<file path="config.mk">
export PLATFORM = sky130hd
export DESIGN_NAME = axi_rresp_router
export DESIGN_NICKNAME = d
export VERILOG_FILES = /design/src/rtl/axi_rresp_router.sv
export SDC_FILE = /design/constraint.sdc
export NUM_CORES = 1
export LEC_CHECK = 0
export CAP_MARGIN = 20
export CORE_ASPECT_RATIO = 0.6
export CORE_UTILIZATION = 33
export DETAILED_ROUTE_END_ITERATION = 12
export PLACE_DENSITY = 0.9
export SLEW_MARGIN = 20
export SYNTH_ARGS = -nofsm -noshare
export SYNTH_HDL_FRONTEND = slang
export SYNTH_SLANG_ARGS = --single-unit
</file>
<file path="constraint.sdc">
create_clock -name clk -period 8.4 [get_ports clk]
set_clock_uncertainty 0.15 [all_clocks]
set_input_delay 1.68 -clock clk [delete_from_list [all_inputs] [get_ports clk]]
set_output_delay 1.68 -clock clk [all_outputs]
set_load 0.02 [all_outputs]
</file>
<file path="src/rtl/axi_rresp_router.sv">
// AXI read-response router: in-order owner FIFO steering the slave R channel to AR winners.
// Optional orphan-response detection when RRESP_ORPHAN_DETECT_EN is defined.
module axi_rresp_router #(
   parameter  int NUM_MASTERS = 2,
   parameter  int DATA_WIDTH  = 32,
   parameter  int DEPTH       = 4,
   localparam int IDX_W       = (NUM_MASTERS > 1) ? $clog2(NUM_MASTERS) : 1,
   localparam int PTR_W       = $clog2(DEPTH),
   localparam int CNT_W       = PTR_W + 1
) (
   input  logic                   clk,
   input  logic                   rst,
   input  logic [NUM_MASTERS-1:0] ar_grant,
   input  logic                   ar_fire,
   output logic                   ar_block,
   input  logic                   s_rvalid,
   output logic                   s_rready,
   input  logic [DATA_WIDTH-1:0]  s_rdata,
   input  logic [1:0]             s_rresp,
   input  logic                   s_rlast,
   output logic [NUM_MASTERS-1:0] m_rvalid,
   input  logic [NUM_MASTERS-1:0] m_rready,
   output logic [DATA_WIDTH-1:0]  m_rdata,
   output logic [1:0]             m_rresp,
   output logic                   m_rlast,
   output logic [CNT_W-1:0]       outstanding,
   output logic                   orphan_err
);

   logic [IDX_W-1:0]       r_fifo [DEPTH];
   logic [PTR_W-1:0]       r_wr_ptr;
   logic [PTR_W-1:0]       r_rd_ptr;
   logic [CNT_W-1:0]       r_count;

   logic [IDX_W-1:0]       w_push_idx;
   logic [IDX_W-1:0]       w_head;
   logic                   w_nonempty;
   logic                   w_push;
   logic                   w_pop;
   logic [NUM_MASTERS-1:0] w_sel;

   assign w_nonempty  = (r_count != '0);
   assign ar_block    = (r_count == CNT_W'(DEPTH));
   assign w_push      = ar_fire && !ar_block;
   assign w_head      = r_fifo[r_rd_ptr];
   assign outstanding = r_count;

   assign m_rdata = s_rdata;
   assign m_rresp = s_rresp;
   assign m_rlast = s_rlast;

   // Lowest set grant bit wins; an all-zero grant maps to master 0.
   always_comb begin
      w_push_idx = '0;
      for (int i = NUM_MASTERS - 1; i >= 0; i--) begin
         if (ar_grant[i]) w_push_idx = IDX_W'(i);
      end
   end

   always_comb begin
      w_sel    = '0;
      m_rvalid = '0;
      s_rready = 1'b0;
      for (int i = 0; i < NUM_MASTERS; i++) begin
         w_sel[i]    = w_nonempty && (w_head == IDX_W'(i));
         m_rvalid[i] = w_sel[i] && s_rvalid;
         s_rready    = s_rready | (w_sel[i] && m_rready[i]);
      end
   end

   assign w_pop = s_rvalid && s_rready && s_rlast;

   always_ff @(posedge clk) begin
      if (w_push) r_fifo[r_wr_ptr] <= w_push_idx;
   end

   always_ff @(posedge clk) begin
      if (rst) begin
         r_wr_ptr <= '0;
         r_rd_ptr <= '0;
         r_count  <= '0;
      end else begin
         if (w_push) r_wr_ptr <= r_wr_ptr + PTR_W'(1);
         if (w_pop)  r_rd_ptr <= r_rd_ptr + PTR_W'(1);
         case ({w_push, w_pop})
            2'b10:   r_count <= r_count + CNT_W'(1);
            2'b01:   r_count <= r_count - CNT_W'(1);
            default: r_count <= r_count;
         endcase
      end
   end

`ifdef RRESP_ORPHAN_DETECT_EN
   logic r_orphan;

   // Sticky: a slave beat offered while nobody owns the channel.
   always_ff @(posedge clk) begin
      if (rst) r_orphan <= 1'b0;
      else if (s_rvalid && !w_nonempty) r_orphan <= 1'b1;
   end

   assign orphan_err = r_orphan;
`else
   assign orphan_err = 1'b0;
`endif

endmodule

</file>
==> results.cfg <==
[placed_design]
io_buffers = 16
gp_congestion = 0.7841
place_inst = 112
dp_hpwl_mm = 1.055

[grt]
grt_use_total_pct = 9.499
grt_pass1_vias = 529
grt_max_degree = 10
antenna_found_initial = 0
grt_pass1_wl_mm = 2.166
grt_remaining_overflow = 0

[clocking]
clkLatencyLatePin_ps = 240
clk_pin_slew_ps = 50
hold_buffers = 0
post_cts_resized = 0
clkSinkCount = 13
cts-root-buf = clkbuf_8
clk_path_buf_depth = 2
cts_setup_buffers = 0
cts_max_level = 1
numCtsBuffers = 3
cts_tree = yes

[yosys]
synth_area_leader_cell = buf_4
ys_warn_count = 0
yosys-top-cells-area = buf_4 (29%), dfxtp_1 (19%), edfxtp_1 (13%)
synth_top_area_share_pct = 28.57
ys_seq_elements = 13
yosysSeqAreaShare_pct = 31.75
synth_cell_types = 26
syn_area_per_cell_um2 = 9.274
synth_nets = 151
synth_area_um2 = 945.9
netlist_instances = 102

[pwr]
p_comb_share_pct = 23.7
p_int_mw = 0.1230
clkPwrFrac_pct = 32.5
power.switching_mw = 0.04569
switching_share_pct = 27.09
p_per_area_nw_per_um2 = 184.7
seq_power_share_pct = 43.8
p_leak_nw = 0.3553
ir_drop_mv = 0.05250

[worst_setup_path]
r2r_start = r_fifo[3]$_DFFE_PP_
slowest_delay_ps = 610
arrival_ps = 2970
crit_path_cell_trace = clkdlybuf4s50_1 -> mux2i_2 -> nor2_1 -> clkdlybuf4s50_1
r2r_cells = 9
worst_r2r_endpoint = outstanding[2]$_SDFFE_PP0P_
crit_top_cell = clkdlybuf4s50_1
critPathCapture = s_rready
endpoint_kind = primary output
slowest_stage = clkdlybuf4s50_1
crit_path_start = m_rready[0]
r2r_setup_slack_ps = 5440
cp.required_ps = 6570
worstPathMaxFanout = 3
worstSetupPathType = primary input to primary output
critPathLaunchType = primary input

[detailed_routing]
drt-initial-drc-count = 13
num_vias = 527
drc = 6
wire_per_inst_um = 11.58
vias_per_cell = 4.543
totalWireLength_mm = 1.343
antenna_left = 0
drt_pass1_iterations = 8

[layout]
final_cell_mix = clkdlybuf4s50_1 (16), nor2_1 (10), dfxtp_1 (9)
area_growth_syn_to_layout_pct = -3.439
num_antenna_cells = 0
final_layout_size_suffix_gt1_share_pct = 8.333
finalNetCount = 134
final_common_cell = clkdlybuf4s50_1
fin_cells = 116

[timing]
hold_viol_final = 0
whs_ps = 390.8
fin_crit_sh_pct = 57.09
fin_crit_ps = 4795
max_freq_mhz = 208.5
finalSetupViolCount = 0
finalMaxSlewViolations = 0
tns_ps = 0
rsz0062_at_grt = false

[worst_hold_path]
hp-class = flip-flop to flip-flop

[floorplanning]
dieArea_um2 = 3092
row_count = 14
die_h_um = 43.47
ios = 86
start_util_pct = 36.24
fp.dieW_um = 71.12
core_um2 = 2610

[status]
outcome = finished, violations left
violations = design-rule violations

[run]
max_cap_violations = 0
==> kinds of logic (layout without fill, tap and decap cells) <==
| kind of cell | count (synthesis) | after routing | synth area share [%] |
|---|---|---|---|
| fa+ha+maj | 6 | 6 | 8.730 |
| other cells | 1 | 1 | 0.3964 |
| xor+xnor | 3 | 3 | 2.778 |
| compound gates | 3 | 3 | 1.587 |
| buf+inv | 45 | 27 | 32.14 |
| simple gates | 25 | 25 | 14.15 |
| mux | 6 | 6 | 8.465 |
| flops | 13 | 13 | 31.75 |
==> cells in the mapped netlist, drive strengths merged <==
cell and n:
nand2 1, buf 36, nor3 2, a21oi 2, clkbuf 2, xnor2 1
mux2 3, nor2 10, nand2b 1, nor2b 4, dfxtp 9, nor3b 2
mux2i 2, edfxtp 4, xor2 2, ha 5, o21ai 1, fa 1
mux4 1, or3 1, and2 4, conb 1, inv 7
==> metal layers <==
layer  share of wire [%]  GRT usage (%)  wire length [µm]
met2                  47          15.38               627
met5                   0              0                 0
met3                 8.2          5.814               110
met1                  43          8.921               578
met4                 2.0          7.600                27
==> stage by stage <==
stage	worst slack, ps	util [%]	total power [mW]	area, µm²
4_1_cts	3590	35.00	0.1716	913.4
6_report	3605	35.00	0.1687	913.4
2_1_floorplan	4500	-	0.1235	945.9
3_3_place_gp	3630	33.27	0.1139	868.3
5_1_grt	3515	35.00	0.1790	913.4
3_5_place_dp	3594	33.27	0.1156	868.3
==> power groups by stage <==
stage | logic, mW | registers (mW) | clock network, mW
after floorplan | 0.0471 | 0.0764 | 0
after global placement | 0.0392 | 0.0747 | 0
after detailed placement | 0.0404 | 0.0752 | 0
after CTS | 0.0406 | 0.0740 | 0.0570
after global routing | 0.0447 | 0.0747 | 0.0595
final | 0.0400 | 0.0739 | 0.0547
==> worst min path at each step <==
stage | startpoint | to | slack, ps | cells past startpoint
after floorplan | r_wr_ptr[1]$_SDFFE_PP0P_ | r_wr_ptr[1]$_SDFFE_PP0P_ | 360 | 2
after global placement | outstanding[2]$_SDFFE_PP0P_ | outstanding[2]$_SDFFE_PP0P_ | 340 | 2
after detailed placement | outstanding[2]$_SDFFE_PP0P_ | outstanding[2]$_SDFFE_PP0P_ | 380 | 2
after CTS | outstanding[2]$_SDFFE_PP0P_ | outstanding[2]$_SDFFE_PP0P_ | 390 | 2
after global routing | outstanding[2]$_SDFFE_PP0P_ | outstanding[2]$_SDFFE_PP0P_ | 420 | 2
final | outstanding[2]$_SDFFE_PP0P_ | outstanding[2]$_SDFFE_PP0P_ | 390 | 2
==> final cells by class <==
type                            instances  area, µm²
Inverter                                7      26.28
Multi-Input combinational cell         44      341.6
Clock buffer                            4      45.04
Sequential cell                        13      300.3
Timing Repair Buffer                   16      160.2
Tap cell                               32      40.04
Fill cell                             268       1697
==> critical path, delay by kind of cell <==
family / cells / cell delay (ps)
AND/OR/NAND/NOR: 1 / 110
buffers and inverters: 2 / 1080
multiplexers: 1 / 90
Note: power is estimated with default switching activity, not from simulation.
